### src/rtl/simon_dec.sv
`timescale 1ns/1ps
// rtl/simon_dec.sv - Iterative Simon 32/64 decryption core with optional tail-key cache.
module simon_dec #(
    parameter int KEY_CACHE = 1
) (
    input  logic        clk,
    input  logic        rst_n,
    input  logic        in_valid,
    output logic        in_ready,
    input  logic [31:0] ciphertext,
    input  logic [63:0] keytext,
    output logic        out_valid,
    input  logic        out_ready,
    output logic [31:0] plaintext,
    output logic        busy
);

    typedef enum logic [1:0] {S_IDLE, S_EXPAND, S_DECRYPT, S_DONE} state_t;

    // Leftmost character of the z0 sequence is index 0, so it sits at the MSB.
    localparam logic [61:0] Z0 = 62'b11111010001001010110000111001101111101000100101011000011100110;

    function automatic logic z_bit(input logic [5:0] idx);
        return (idx < 6'd62) ? Z0[6'd61 - idx] : 1'b0;
    endfunction

    function automatic logic [15:0] f_round(input logic [15:0] v);
        return ({v[14:0], v[15]} & {v[7:0], v[15:8]}) ^ {v[13:0], v[15:14]};
    endfunction

    // Same expression serves both directions: far is k[i] going forward, k[i+4] going back.
    function automatic logic [15:0] key_step(input logic [15:0] k_far,
                                             input logic [15:0] k_near1,
                                             input logic [15:0] k_near3,
                                             input logic        zb);
        logic [15:0] tmp;
        tmp = {k_near3[2:0], k_near3[15:3]} ^ k_near1;
        tmp = tmp ^ {tmp[0], tmp[15:1]};
        return ~k_far ^ tmp ^ {15'd0, zb} ^ 16'd3;
    endfunction

    state_t             r_state;
    logic [4:0]         r_cnt;
    logic [15:0]        r_x;
    logic [15:0]        r_y;
    logic [3:0][15:0]   r_k;
    logic [63:0]        r_key;
    logic [31:0]        r_pt;
    logic [3:0][15:0]   r_cache_k;
    logic [63:0]        r_cache_key;
    logic               r_cache_valid;

    logic        w_hit;
    logic        w_z_fwd;
    logic        w_z_inv;
    logic [15:0] w_k_fwd;
    logic [15:0] w_k_inv;
    logic [15:0] w_y_next;

    assign w_hit    = (KEY_CACHE != 0) && r_cache_valid && (keytext == r_cache_key);
    assign w_z_fwd  = z_bit({1'b0, r_cnt});
    // Window holds k[i-3..i]; recovering k[i-4] needs z[i-4] (garbage for i<4 is never used).
    assign w_z_inv  = z_bit({1'b0, r_cnt} - 6'd4);
    assign w_k_fwd  = key_step(r_k[0], r_k[1], r_k[3], w_z_fwd);
    assign w_k_inv  = key_step(r_k[3], r_k[0], r_k[2], w_z_inv);
    assign w_y_next = r_x ^ f_round(r_y) ^ r_k[3];

    assign in_ready  = (r_state == S_IDLE);
    assign out_valid = (r_state == S_DONE);
    assign busy      = (r_state == S_EXPAND) || (r_state == S_DECRYPT);
    assign plaintext = r_pt;

    always_ff @(posedge clk or negedge rst_n) begin
        if (!rst_n) begin
            r_state       <= S_IDLE;
            r_cnt         <= 5'd0;
            r_x           <= 16'd0;
            r_y           <= 16'd0;
            r_k           <= '0;
            r_key         <= 64'd0;
            r_pt          <= 32'd0;
            r_cache_k     <= '0;
            r_cache_key   <= 64'd0;
            r_cache_valid <= 1'b0;
        end else begin
            case (r_state)
                S_IDLE: begin
                    if (in_valid) begin
                        r_x   <= ciphertext[31:16];
                        r_y   <= ciphertext[15:0];
                        r_key <= keytext;
                        if (w_hit) begin
                            r_k     <= r_cache_k;
                            r_cnt   <= 5'd31;
                            r_state <= S_DECRYPT;
                        end else begin
                            r_k     <= keytext;
                            r_cnt   <= 5'd0;
                            r_state <= S_EXPAND;
                        end
                    end
                end
                S_EXPAND: begin
                    r_k <= {w_k_fwd, r_k[3], r_k[2], r_k[1]};
                    if (r_cnt == 5'd27) begin
                        if (KEY_CACHE != 0) begin
                            r_cache_k     <= {w_k_fwd, r_k[3], r_k[2], r_k[1]};
                            r_cache_key   <= r_key;
                            r_cache_valid <= 1'b1;
                        end
                        r_cnt   <= 5'd31;
                        r_state <= S_DECRYPT;
                    end else begin
                        r_cnt <= r_cnt + 5'd1;
                    end
                end
                S_DECRYPT: begin
                    r_x <= r_y;
                    r_y <= w_y_next;
                    r_k <= {r_k[2], r_k[1], r_k[0], w_k_inv};
                    if (r_cnt == 5'd0) begin
                        r_pt    <= {r_y, w_y_next};
                        r_state <= S_DONE;
                    end else begin
                        r_cnt <= r_cnt - 5'd1;
                    end
                end
                S_DONE: begin
                    if (out_ready) r_state <= S_IDLE;
                end
                default: r_state <= S_IDLE;
            endcase
        end
    end

endmodule
### config.mk
export PLATFORM = sky130hd
export DESIGN_NAME = simon_dec
export DESIGN_NICKNAME = d
export VERILOG_FILES = /design/src/rtl/simon_dec.sv
export SDC_FILE = /design/constraint.sdc
export NUM_CORES = 1
export LEC_CHECK = 0
export ABC_AREA = 1
export CORE_MARGIN = 4
export CORE_UTILIZATION = 55
export CTS_BUF_LIST = sky130_fd_sc_hd__clkbuf_4 sky130_fd_sc_hd__clkbuf_8
export CTS_CLUSTER_SIZE = 14
export DETAILED_ROUTE_END_ITERATION = 6
export PLACE_DENSITY = 0.82
export RECOVER_POWER = 50
export SLEW_MARGIN = 15
export SYNTH_ARGS = -nofsm -noshare
export SYNTH_HDL_FRONTEND = slang
export SYNTH_SLANG_ARGS = --single-unit
### constraint.sdc
create_clock -name clk -period 3.3 [get_ports clk]
set_input_delay 0.495 -clock clk [delete_from_list [all_inputs] [get_ports clk]]
set_output_delay 0.495 -clock clk [all_outputs]
set_load 0.05 [all_outputs]
==> results of run 1 <==
## worst paths after layout
path                            start        endpoint  slack [ns]
hold reg to reg              r_key[5]  r_cache_key[5]        0.48
setup / recovery           r_state[0]        in_ready        0.39
min in group asynchronous       rst_n   plaintext[22]        1.15
setup reg to reg             r_cnt[1]          r_k[0]        0.53
hold / removal               r_key[5]  r_cache_key[5]        0.48
max in group asynchronous       rst_n   r_cache_k[47]        0.60
## synthesized netlist by cell type
cell,number
sky130_fd_sc_hd__nand2_1,667
sky130_fd_sc_hd__dfrtp_1,328
sky130_fd_sc_hd__o21ai_0,246
sky130_fd_sc_hd__inv_1,208
sky130_fd_sc_hd__a21oi_1,120
sky130_fd_sc_hd__nand3_1,100
sky130_fd_sc_hd__xor2_1,91
sky130_fd_sc_hd__clkbuf_1,82
sky130_fd_sc_hd__nor2_1,78
sky130_fd_sc_hd__nand4_1,66
sky130_fd_sc_hd__o21ai_1,49
sky130_fd_sc_hd__xnor2_1,49
sky130_fd_sc_hd__mux2_2,35
sky130_fd_sc_hd__buf_2,20
sky130_fd_sc_hd__o22ai_1,20
sky130_fd_sc_hd__ha_1,18
sky130_fd_sc_hd__o211ai_1,17
sky130_fd_sc_hd__o21a_1,16
sky130_fd_sc_hd__buf_4,12
sky130_fd_sc_hd__buf_1,11
sky130_fd_sc_hd__or2_2,8
sky130_fd_sc_hd__buf_6,6
sky130_fd_sc_hd__nand3b_1,4
sky130_fd_sc_hd__clkinv_1,3
sky130_fd_sc_hd__inv_2,3
sky130_fd_sc_hd__a22oi_1,2
sky130_fd_sc_hd__nor3_1,2
sky130_fd_sc_hd__a21boi_0,1
sky130_fd_sc_hd__a221oi_1,1
sky130_fd_sc_hd__a31oi_1,1
sky130_fd_sc_hd__o21bai_2,1
## state kept, by name, summed over array words and instances (netlist names)
name           cells
r_y               16
r_key             64
r_cache_k         64
r_x               16
r_state            2
r_cnt              5
r_k               64
r_cache_valid      1
r_cache_key       64
plaintext         32
## what timing repair did
action,CTS,global route
endpoints found under the setup margin,0,0
hold buffers,1,0
hold endpoints to repair,82,0
resized for setup,0,0
## cells by family after synthesis
| logic type | count (synthesis) | share of synthesized area |
|---|---|---|
| multiplexers | 35 | 0.0222 |
| buffers and inverters | 345 | 0.0794 |
| XOR/XNOR | 140 | 0.0690 |
| AND/OR/NAND/NOR | 925 | 0.214 |
| adder cells (fa/ha/maj) | 18 | 0.0127 |
| AO/OA/AOI/OAI | 474 | 0.141 |
| flip-flops | 328 | 0.462 |
## power groups by stage
stage | Clock, mW | Sequential (mW) | Combinational (mW)
after floorplan | 0 | 7.37 | 8.49
after global placement | 0 | 7.23 | 11.7
after detailed placement | 0 | 7.30 | 12.0
after CTS | 3.78 | 7.26 | 12.1
after global routing | 3.98 | 7.48 | 13.5
final | 3.75 | 7.34 | 12.2
## critical path, stage by stage (launching register included)
cell and delay (ns):
sky130_fd_sc_hd__dfrtp_1 0.40, sky130_fd_sc_hd__inv_1 0.19, sky130_fd_sc_hd__ha_1 0.36, sky130_fd_sc_hd__clkdlybuf4s50_1 0.86
## per-stage QoR
stage / instances / util / hold WS [ns]
after global placement: 2702 / 0.614 / 0.451
after CTS: 2796 / 0.649 / 0.480
after floorplan: 2265 / - / 0.199
after global routing: 2796 / 0.649 / 0.493
after detailed placement: 2702 / 0.614 / 0.462
final: 2796 / 0.649 / 0.475
## metal layers
layer | GRT usage | wire length, um
met1 | 0.406 | 21400
met2 | 0.440 | 23600
met3 | 0.0782 | 5690
met4 | 0.132 | 2770
met5 | 0 | 22
## final cells by class
class,instances,area (um^2)
Clock buffer,79,993
Clock inverter,14,130
Fill cell,2544,11100
Inverter,214,807
Multi-Input combinational cell,1592,8220
Sequential cell,328,8210
Tap cell,402,503
Timing Repair Buffer,167,1710
==> results by stage, run 1 <==
Placement:
- The total cell area at the placement stage is 19500 um^2.
- The count of port buffers added during placement is roughly 130.
- The wire-length estimate of the detail-placed layout is 35.9 mm.
- Routability-driven placement finished with a final weighted congestion of 0.917.
- The pre-CTS worst setup slack is 0.300 ns.

Timing:
- Setup repair after global routing left no endpoint under its margin.
- The max-slew violation count is 85.
- The actual transition at the worst max-transition pin is 2.46 ns.
- The tightest slew margin relative to the limit is -0.637.
- In the finished design, the share of the clock period the worst path needs comes to 0.882.
- For this run, the top clock speed supported by timing is around 340 MHz.
- The post-layout minimum cycle time is 2.91 ns.
- The final hold violation count was 0.
- The final setup skew is 0.0506 ns.
- Summed over all failing endpoints, the final setup total negative slack is 0 ns.
- The final-report setup violation count is 0.
- The worst path meets setup with 0.390 ns of slack.

Route:
- After detailed routing, the total wire length is about 53 mm.
- The routed wire length per instance is 19.1 um.
- In the routed layout, each cell is associated on average with a via count of 5.83.
- The number of nets with antenna violations after detailed routing is 0.
- The via count is around 16000.
- The number of remaining DRC errors is 0.
- The iteration count of the initial detailed-routing pass is 6.
- The first routing iteration left 1929 violations.

Yosys:
- The number of nets handed over by synthesis was 2383.
- By area the synthesized netlist is led by sky130_fd_sc_hd__dfrtp_1 (46%), sky130_fd_sc_hd__nand2_1 (14%), sky130_fd_sc_hd__o21ai_0 (6.9%).
- The portion of synthesized cell area occupied by the leading cell type is 0.462.
- The number of synthesis warnings is 0.
- The cell taking the most area after synthesis is sky130_fd_sc_hd__dfrtp_1.
- The sequential element share of the synthesized area is 0.462.
- After synthesis, the mean cell area works out to just under 8 um^2.
- The area of the mapped netlist is between 15000 and 20000 um^2.
- The unique cell type count in the Yosys netlist is 31.
- After technology mapping, the gate count stands at 2265.
- The synthesized design contains 328 register bits.

Setup path:
- The worst setup path is captured at an output pin.
- The number of cells traversed by the worst register-to-register path is 17.
- Data on the critical path arrives at its endpoint at 2.41 ns.
- Of all nets on the critical path, the largest fanout is 4.
- The worst path required time is 2.80 ns.
- By startpoint and endpoint, the worst setup path is classified as register to output pin.
- The kind of launch point of the worst setup path is a register.

Global route:
- Entering global routing, the biggest net connects 115 pins.
- The number of antenna violations at the first check in global routing is 2.
- The via count of the first global-routing pass is roughly 15000.
- The total global routing track utilization is 0.295.
- The overall overflow remaining after global route is 0.
- The global-route wire length before repair is about 84 mm.

Die:
- 135 I/O pins were placed.
- After floorplanning, the core was divided into 65 placement rows.
- The area inside the core boundary is 31700 um^2.
- In this run the horizontal extent of the chip is 188 um.
- The area of the die is 35200 um^2.
- The vertical extent of the die is 188 um.
- The starting utilization of the core area is 0.560.

Final layout:
- The area growth from synthesis to layout is 15.8%.
- The library cells used most frequently in the layout, excluding fill and tap cells, are sky130_fd_sc_hd__nand2_1 (666), sky130_fd_sc_hd__dfrtp_1 (328), sky130_fd_sc_hd__o21ai_0 (246).
- The fraction of layout instances using a drive strength above 1 is 0.0773.
- Leaving out fill and tap cells, the most frequent cell in the layout is sky130_fd_sc_hd__nand2_1.
- The final non-filler cell area is 20600 um^2.
- 0 antenna diodes ended up in the layout.
- For this run, the post-layout net count is roughly 2500.

Status:
- The final reports fail on capacitance limit, slew limit.
- The run finished, with violations left.

Clock network:
- The clock transition at the registers of the reported paths is ~0.06 ns.
- The H-tree depth reported by CTS is 2.
- The CTS sink count is ~330.
- The cell chosen for the clock root is sky130_fd_sc_hd__clkbuf_8.
- The buffer levels on the longest clock path is 3.
- The number of setup buffers added after CTS is 0.
- The clock tree from TritonCTS is done.
- At the later pin of the worst-skew pair, clock insertion delay measures 0.64 ns.
- Counting the buffers created by CTS gives 53.

Power:
- Of the total power, registers draw 0.315.
- The worst ir drop on vdd is 0.877 mV.
- In this run the static leakage power is 9.72 nW.
- Power comes to 23.3 mW.
- The proportion of total power due to net switching is 0.472.
- For this design the total switching power over the nets is ~11 mW.
- Of the total power, combinational logic draws 0.524.
- The internal power of the cells totals 12.3 mW.
- Dividing total power by cell area gives a power density of 1130 nW/um^2.
- Of the total power, the clock network draws 0.161.

Hold path:
- The worst hold path cell count is 2.
- The type of the worst min-delay path is register to register.

Flow run:
- Max-cap violations in this run came to 1.
Note: power is estimated with default switching activity, not from simulation.
==> inputs of run 2 (changes only) <==
Settings changed: CORE_MARGIN 4 to 1.5.
==> run 2 against run 1 <==
- the run still ends with capacitance limit, slew limit left
- worst hold slack worse by 0.0019 ns
- critical path depth unchanged
- count of clock-buffer cells in the layout up 7
- combinational power about the same
- critical endpoint unchanged
- first-iteration DRC count up 8.3%
- register-to-register slack worse by 0.05 ns
==> results by stage, run 2 (synthesis results as in run 1) <==
Final layout:
- The fraction of layout instances using a drive strength above 1 is 0.0780.
- The total number of nets in the final design is 2473.
- The filler cell count is 2537.
- The final core utilization is 0.651.
- Compared with the post-synthesis result, the final layout area differs by 16.0%.
- Excluding fillers, the count of instances in the completed layout stands at around 2800.
- The top cell types in the final layout, fill and taps aside, are sky130_fd_sc_hd__nand2_1 (666), sky130_fd_sc_hd__dfrtp_1 (328), sky130_fd_sc_hd__o21ai_0 (246).
- 0 antenna diodes ended up in the layout.
- The commonest non-fill, non-tap cell in the layout is sky130_fd_sc_hd__nand2_1.

Setup path:
- Traced cell by cell, the critical path runs through inv_1 -> ha_1 -> clkdlybuf4s50_1.
- For the worst setup path, the data required time is 2.80 ns.
- The largest single stage delay on the critical path is 0.88 ns.
- Of all nets on the critical path, the largest fanout is 4.
- For this design, the slowest cell found on the critical path is sky130_fd_sc_hd__clkdlybuf4s50_1.
- The kind of launch point of the worst setup path is a register.
- The critical path capture point type is an output pin.
- Data on the critical path arrives at its endpoint at 2.41 ns.
- The type of the worst setup path is register to output pin.

Global route:
- The number of antenna violations at the first check in global routing is 0.
- The overall overflow remaining after global route is 0.
- The via count of the first global-routing pass was 15500.
- The first global-routing pass estimated 84.1 mm of wire.
- Entering global routing, the biggest net connects approximately 120 pins.
- Across every metal layer, demand over resource in global routing totals 0.320.

Route:
- After detailed routing, the average wire length per cell comes to 19.1 um.
- The number of remaining DRC errors is 0.
- The wire length after detailed routing is 53.3 mm.
- The number of vias per cell is 5.87.
- In this run, the number of DRC markers left after iteration 0 of detailed routing was 2089.
- In this run the remaining antenna-violating nets after routing total 0.
- The iteration count of the initial detailed-routing pass is 6.
- The via count is 16400.

Timing:
- The final hold violation count was 0.
- The summed negative setup slack over all endpoints is 0 ns.
- Setup repair after global routing left no endpoint under its margin.
- Setup violations remaining at the end of the flow were counted as 0.
- The max-slew violation count is 70.
- In the finished design, the share of the clock period the worst path needs comes to 0.879.
- The final setup skew is 0.0482 ns.
- The worst path in the final design needs a cycle of 2.90 ns, including I/O delays and setup.
- The top achievable clock speed is 345 MHz.
- The actual transition at the worst max-transition pin is 1.94 ns.
- The worst pin sits at a relative slew slack of -0.296.

Die:
- The vertical extent of the die is 183 um.
- The initialized floorplan defines between 60 and 70 standard-cell rows.
- The horizontal extent of the die is 183 um.
- In this run the count of I/O pins placed on the die edge is roughly 140.
- The starting utilization of the core area is 0.561.
- The die covers 33400 um^2.
- The area inside the core boundary is between 30000 and 40000 um^2.

Clock network:
- TritonCTS built the clock tree.
- The CTS sink count is 328.
- The tree is rooted in a sky130_fd_sc_hd__clkbuf_8.
- The clock transition at the registers of the reported paths is 0.06 ns.
- Counting along the longest clock path gives a buffer depth of 3.
- In this run, post-CTS repair resized a total of 0 instances.
- The number of clock buffers added by TritonCTS is 54.
- The clock latency on the worst-skew pair is between 0.6 and 0.7 ns.
- The H-tree depth reported by CTS is 2.

Placement:
- Detailed placement finished with a half-perimeter wire length of 35.8 mm.
- Input and output buffers added on the ports amount to 134.
- The number of placed instances, taps included, is between 2000 and 3000.
- The congestion estimate from routability-driven global placement came to around 0.96.

Flow run:
- The number of max-cap violations is 1.

Status:
- The flow ran to the end, but the final reports show violations.
- The checks that failed: capacitance limit, slew limit.

Power:
- The worst ir drop on vdd is 0.747 mV.
- The analysis attributes to cell leakage a power of 9.73 nW.
- The power density normalized to cell area is between 1000 and 1500 nW/um^2.

Hold path:
- The type of the worst min-delay path is register to register.
## run 2: layout make-up
cell class,instances,area [um^2],area share
multi-input cells,1592,8220,0.399
flip-flops and latches,328,8210,0.398
repair buffers,165,1730,0.0837
clock buffers,86,1070,0.0520
inverters,214,807,0.0392
well taps,402,503,0.0244
clock inverters,11,72.6,0.00352
## run 2: repair_timing
action                    in CTS  in global routing
hold buffers                   1                  0
setup buffers                  0                  0
hold endpoints to repair      68                  0
## run 2: stage by stage
| stage | hold slack [ns] | setup WS [ns] | total power [mW] | instance area [um^2] |
|---|---|---|---|---|
| CTS | 0.472 | 0.385 | 23.2 | 20600 |
| detailed placement | 0.459 | 0.467 | 19.4 | 19500 |
| global placement | 0.451 | 0.471 | 18.9 | 19500 |
| floorplan | 0.199 | 1.18 | 15.9 | 17800 |
| finish | 0.473 | 0.399 | 23.5 | 20600 |
| global route | 0.491 | 0.171 | 25.2 | 20600 |
## run 2: final timing paths
| check | from | to | slack, ns | cells after the start |
|---|---|---|---|---|
| min in group asynchronous | rst_n | plaintext[10] | 0.98 | 2 |
| worst min-delay path | r_key[54] | r_cache_key[54] | 0.47 | 2 |
| worst min register to register | r_key[54] | r_cache_key[54] | 0.47 | 2 |
| max in group asynchronous | rst_n | r_cache_k[2] | 0.57 | 3 |
| worst max register to register | r_cnt[1] | r_k[0] | 0.48 | 17 |
| worst max-delay path | r_state[0] | in_ready | 0.40 | 3 |
## run 2: metal layers
metal | track usage | up-vias | part of all wire
met3 | 0.0772 | 160 | 0.12
met2 | 0.480 | 980 | 0.44
met4 | 0.154 | 0 | 0.048
met1 | 0.437 | 7751 | 0.40
li1 | - | 7521 | -
met5 | 0 | - | 0
## run 2: worst max-delay path, delay by kind of cell, from the launching register on
family,cells,cell delay (ns)
buf+inv,2,1.06
fa+ha+maj,1,0.36
flops,1,0.40
## run 2: power by group
group	total, mW	internal, mW	switching (mW)
combinational	12.4	4.58	7.79
sequential	7.34	5.77	1.57
clock	3.77	2.06	1.71
total	23.5	12.4	11.1
==> inputs of run 3 (changes only) <==
Settings changed: CORE_UTILIZATION 55 to 40, PLACE_DENSITY 0.82 to 0.64.
==> run 3 against run 2 <==
- the run still ends with capacitance limit, slew limit left
- sequential cell count is the same
- combinational power about the same
- clock power up 10%
- register-to-register slack improved by 0.09 ns
- sequential power shrank 0.5%
- worst setup slack got worse by 0.051 ns
- count of clock-buffer cells in the layout grew 2
- sequential share of layout area down 0.71 points
- cell area rose by 1.8%
- non-clock buffer count rose by 9
- wire length increased by 7.8%
- cell count is 7.3% higher
- critical path type unchanged
- largest cell class unchanged
- highest routed layer unchanged
==> results by stage, run 3 (synthesis results as in run 1) <==
Timing:
- Timing would allow up to 339 MHz.
- Of the available clock period, the critical path in the final layout requires 0.895.
- For the final routed database, the setup TNS stands at 0 ns.
- The final hold violation count came to 0.
- Setup repair after global routing left no endpoint under its margin.
- The post-layout minimum cycle time is 2.95 ns.
- The actual transition at the worst max-transition pin is 1.93 ns.
- Across all setup checks in the final design, the least slack found is 0.348 ns.
- The final setup skew is 0.0609 ns.
- Setup violations remaining at the end of the flow were counted as 0.
- The tightest hold path in the finished design has a slack of 0.473 ns.
- The max-slew violation count is between 60 and 70.
- Headroom to the max-slew limit came out at -0.286.

Die:
- The vertical extent of the die is 214 um.
- The die covers 45700 um^2.
- The initialized floorplan defines 77 standard-cell rows.
- In this run the horizontal extent of the chip is about 210 um.
- 135 I/O pins were placed.
- The region available for standard cell placement spans between 40000 and 50000 um^2.
- The starting utilization of the core area is 0.403.

Final layout:
- After routing the design area is 21000 um^2.
- The total number of nets in the final design is between 2000 and 2500.
- In the layout the commonest cells are sky130_fd_sc_hd__nand2_1 (666), sky130_fd_sc_hd__dfrtp_1 (328), sky130_fd_sc_hd__o21ai_0 (246).
- The fraction of layout instances using a drive strength above 1 is 0.0818.
- The area growth from synthesis to layout is 18.1%.
- The final core utilization is 0.477.
- The number of cells in the finished layout apart from fillers is approximately 3000.
- Leaving out fill and tap cells, the most frequent cell in the layout is sky130_fd_sc_hd__nand2_1.

Route:
- The number of nets with antenna violations after detailed routing is 0.
- After detailed routing, the total wire length is 57.5 mm.
- The via count is 16100.
- In the final routed layout, each cell accounts on average for 19.2 um.
- For this run, the detailed router's first-pass iteration total came to 6.
- In the routed layout, each cell is associated on average with a via count of roughly 5.3.
- The number of remaining DRC errors is 0.
- The number of design-rule violations left by the first detailed-router iteration is 1625.

Setup path:
- The capture point of the worst path is in_ready.
- The number of cells traversed by the worst register-to-register path is 17.
- The flop-to-flop setup slack is ~0.57 ns.
- The worst path required time is 2.80 ns.
- The worst setup path is launched from a register.
- In this run the worst path has a maximum fanout of 4.
- The startpoint identified for the worst register-to-register timing path is r_cnt[1].
- The critical path capture point type is an output pin.
- In this run the critical register-to-register path is captured at r_k[0].
- The launch point of the worst path is r_state[0].
- By startpoint and endpoint, the worst setup path is classified as register to output pin.
- STA puts the critical path data arrival time at 2.46 ns.

Clock network:
- The cell chosen for the clock root is sky130_fd_sc_hd__clkbuf_8.
- The buffer count from post-CTS setup fixing is 0.
- The CTS sink count is 328.
- The total CTS buffers is 55.
- The clock transition at the registers of the reported paths is 0.06 ns.
- The H-tree depth reported by CTS is 2.
- Gates resized during post-CTS repair numbered 0.
- The clock passes through at most 3 buffers.
- The later pin in the worst-skew pair is clocked with a latency of between 0.6 and 0.7 ns.
- The number of hold buffers added after CTS was 1.
- TritonCTS built the clock tree.

Placement:
- The pre-CTS worst setup slack is 0.0864 ns.
- The detailed placer's ending HPWL is 39.2 mm.
- Once placement completed, the tool counted placed cells totaling 2899.
- The total cell area at the placement stage is between 15000 and 20000 um^2.
- The count of port buffers added during placement is 134.
- The placer congestion estimate is 0.885.

Power:
- The worst-case IR drop observed on VDD is approximately 0.67 mV.
- The power density normalized to cell area is 1130 nW/um^2.
- The static leakage power is around 10 nW.
- The power consumption is 23.7 mW.

Global route:
- The first global-routing pass estimated 89.0 mm of wire.
- The via count of the first global-routing pass is between 15000 and 20000.
- Global routing finished with a remaining overflow of 0.
- The maximum number of pins on one net before global-route repair is 115.
- The number of antenna violations at the first check in global routing came to 0.
- Across every metal layer, demand over resource in global routing totals 0.254.

Hold path:
- The type of the worst min-delay path is register to register.

Status:
- The run finished, with violations left.
- The final reports fail on capacitance limit, slew limit.

Flow run:
- The tool flagged a number of max-cap violations equal to 1.
-- run 3: layout make-up --
class | count | area [um^2]
clock inverters | 12 | 156
flip-flops and latches | 328 | 8210
multi-input cells | 1592 | 8220
fillers | 4280 | 23000
repair buffers | 174 | 1740
well taps | 592 | 741
clock buffers | 88 | 1100
diodes | 1 | 2.50
inverters | 214 | 807
-- run 3: power by group --
| group | total (mW) | internal (mW) | switching (mW) |
|---|---|---|---|
| logic | 12.2 | 4.53 | 7.72 |
| registers | 7.30 | 5.76 | 1.53 |
| clock network | 4.15 | 2.37 | 1.78 |
| total | 23.7 | 12.7 | 11.0 |
-- run 3: worst min path at each step --
stage | from | end | slack [ns] | depth (start not counted)
after floorplan | rst_n | plaintext[0] | 0.20 | 0
after global placement | r_key[10] | r_cache_key[10] | 0.45 | 2
after detailed placement | r_key[28] | r_cache_key[28] | 0.46 | 2
after CTS | rst_n | plaintext[24] | 0.41 | 2
after global routing | r_key[28] | r_cache_key[28] | 0.49 | 2
final | r_key[26] | r_cache_key[26] | 0.47 | 2
-- run 3: critical path, stage by stage (launching register included) --
cell,delay (ns)
sky130_fd_sc_hd__dfrtp_1,0.40
sky130_fd_sc_hd__inv_1,0.19
sky130_fd_sc_hd__ha_1,0.35
sky130_fd_sc_hd__clkdlybuf4s50_1,0.89
-- run 3: metal layers --
| layer | track usage | part of all wire | vias to the layer above |
|---|---|---|---|
| met5 | 0 | 0 | - |
| met4 | 0.0867 | 0.032 | 0 |
| met3 | 0.0559 | 0.078 | 100 |
| met2 | 0.390 | 0.45 | 639 |
| met1 | 0.353 | 0.44 | 7775 |
| li1 | - | - | 7541 |
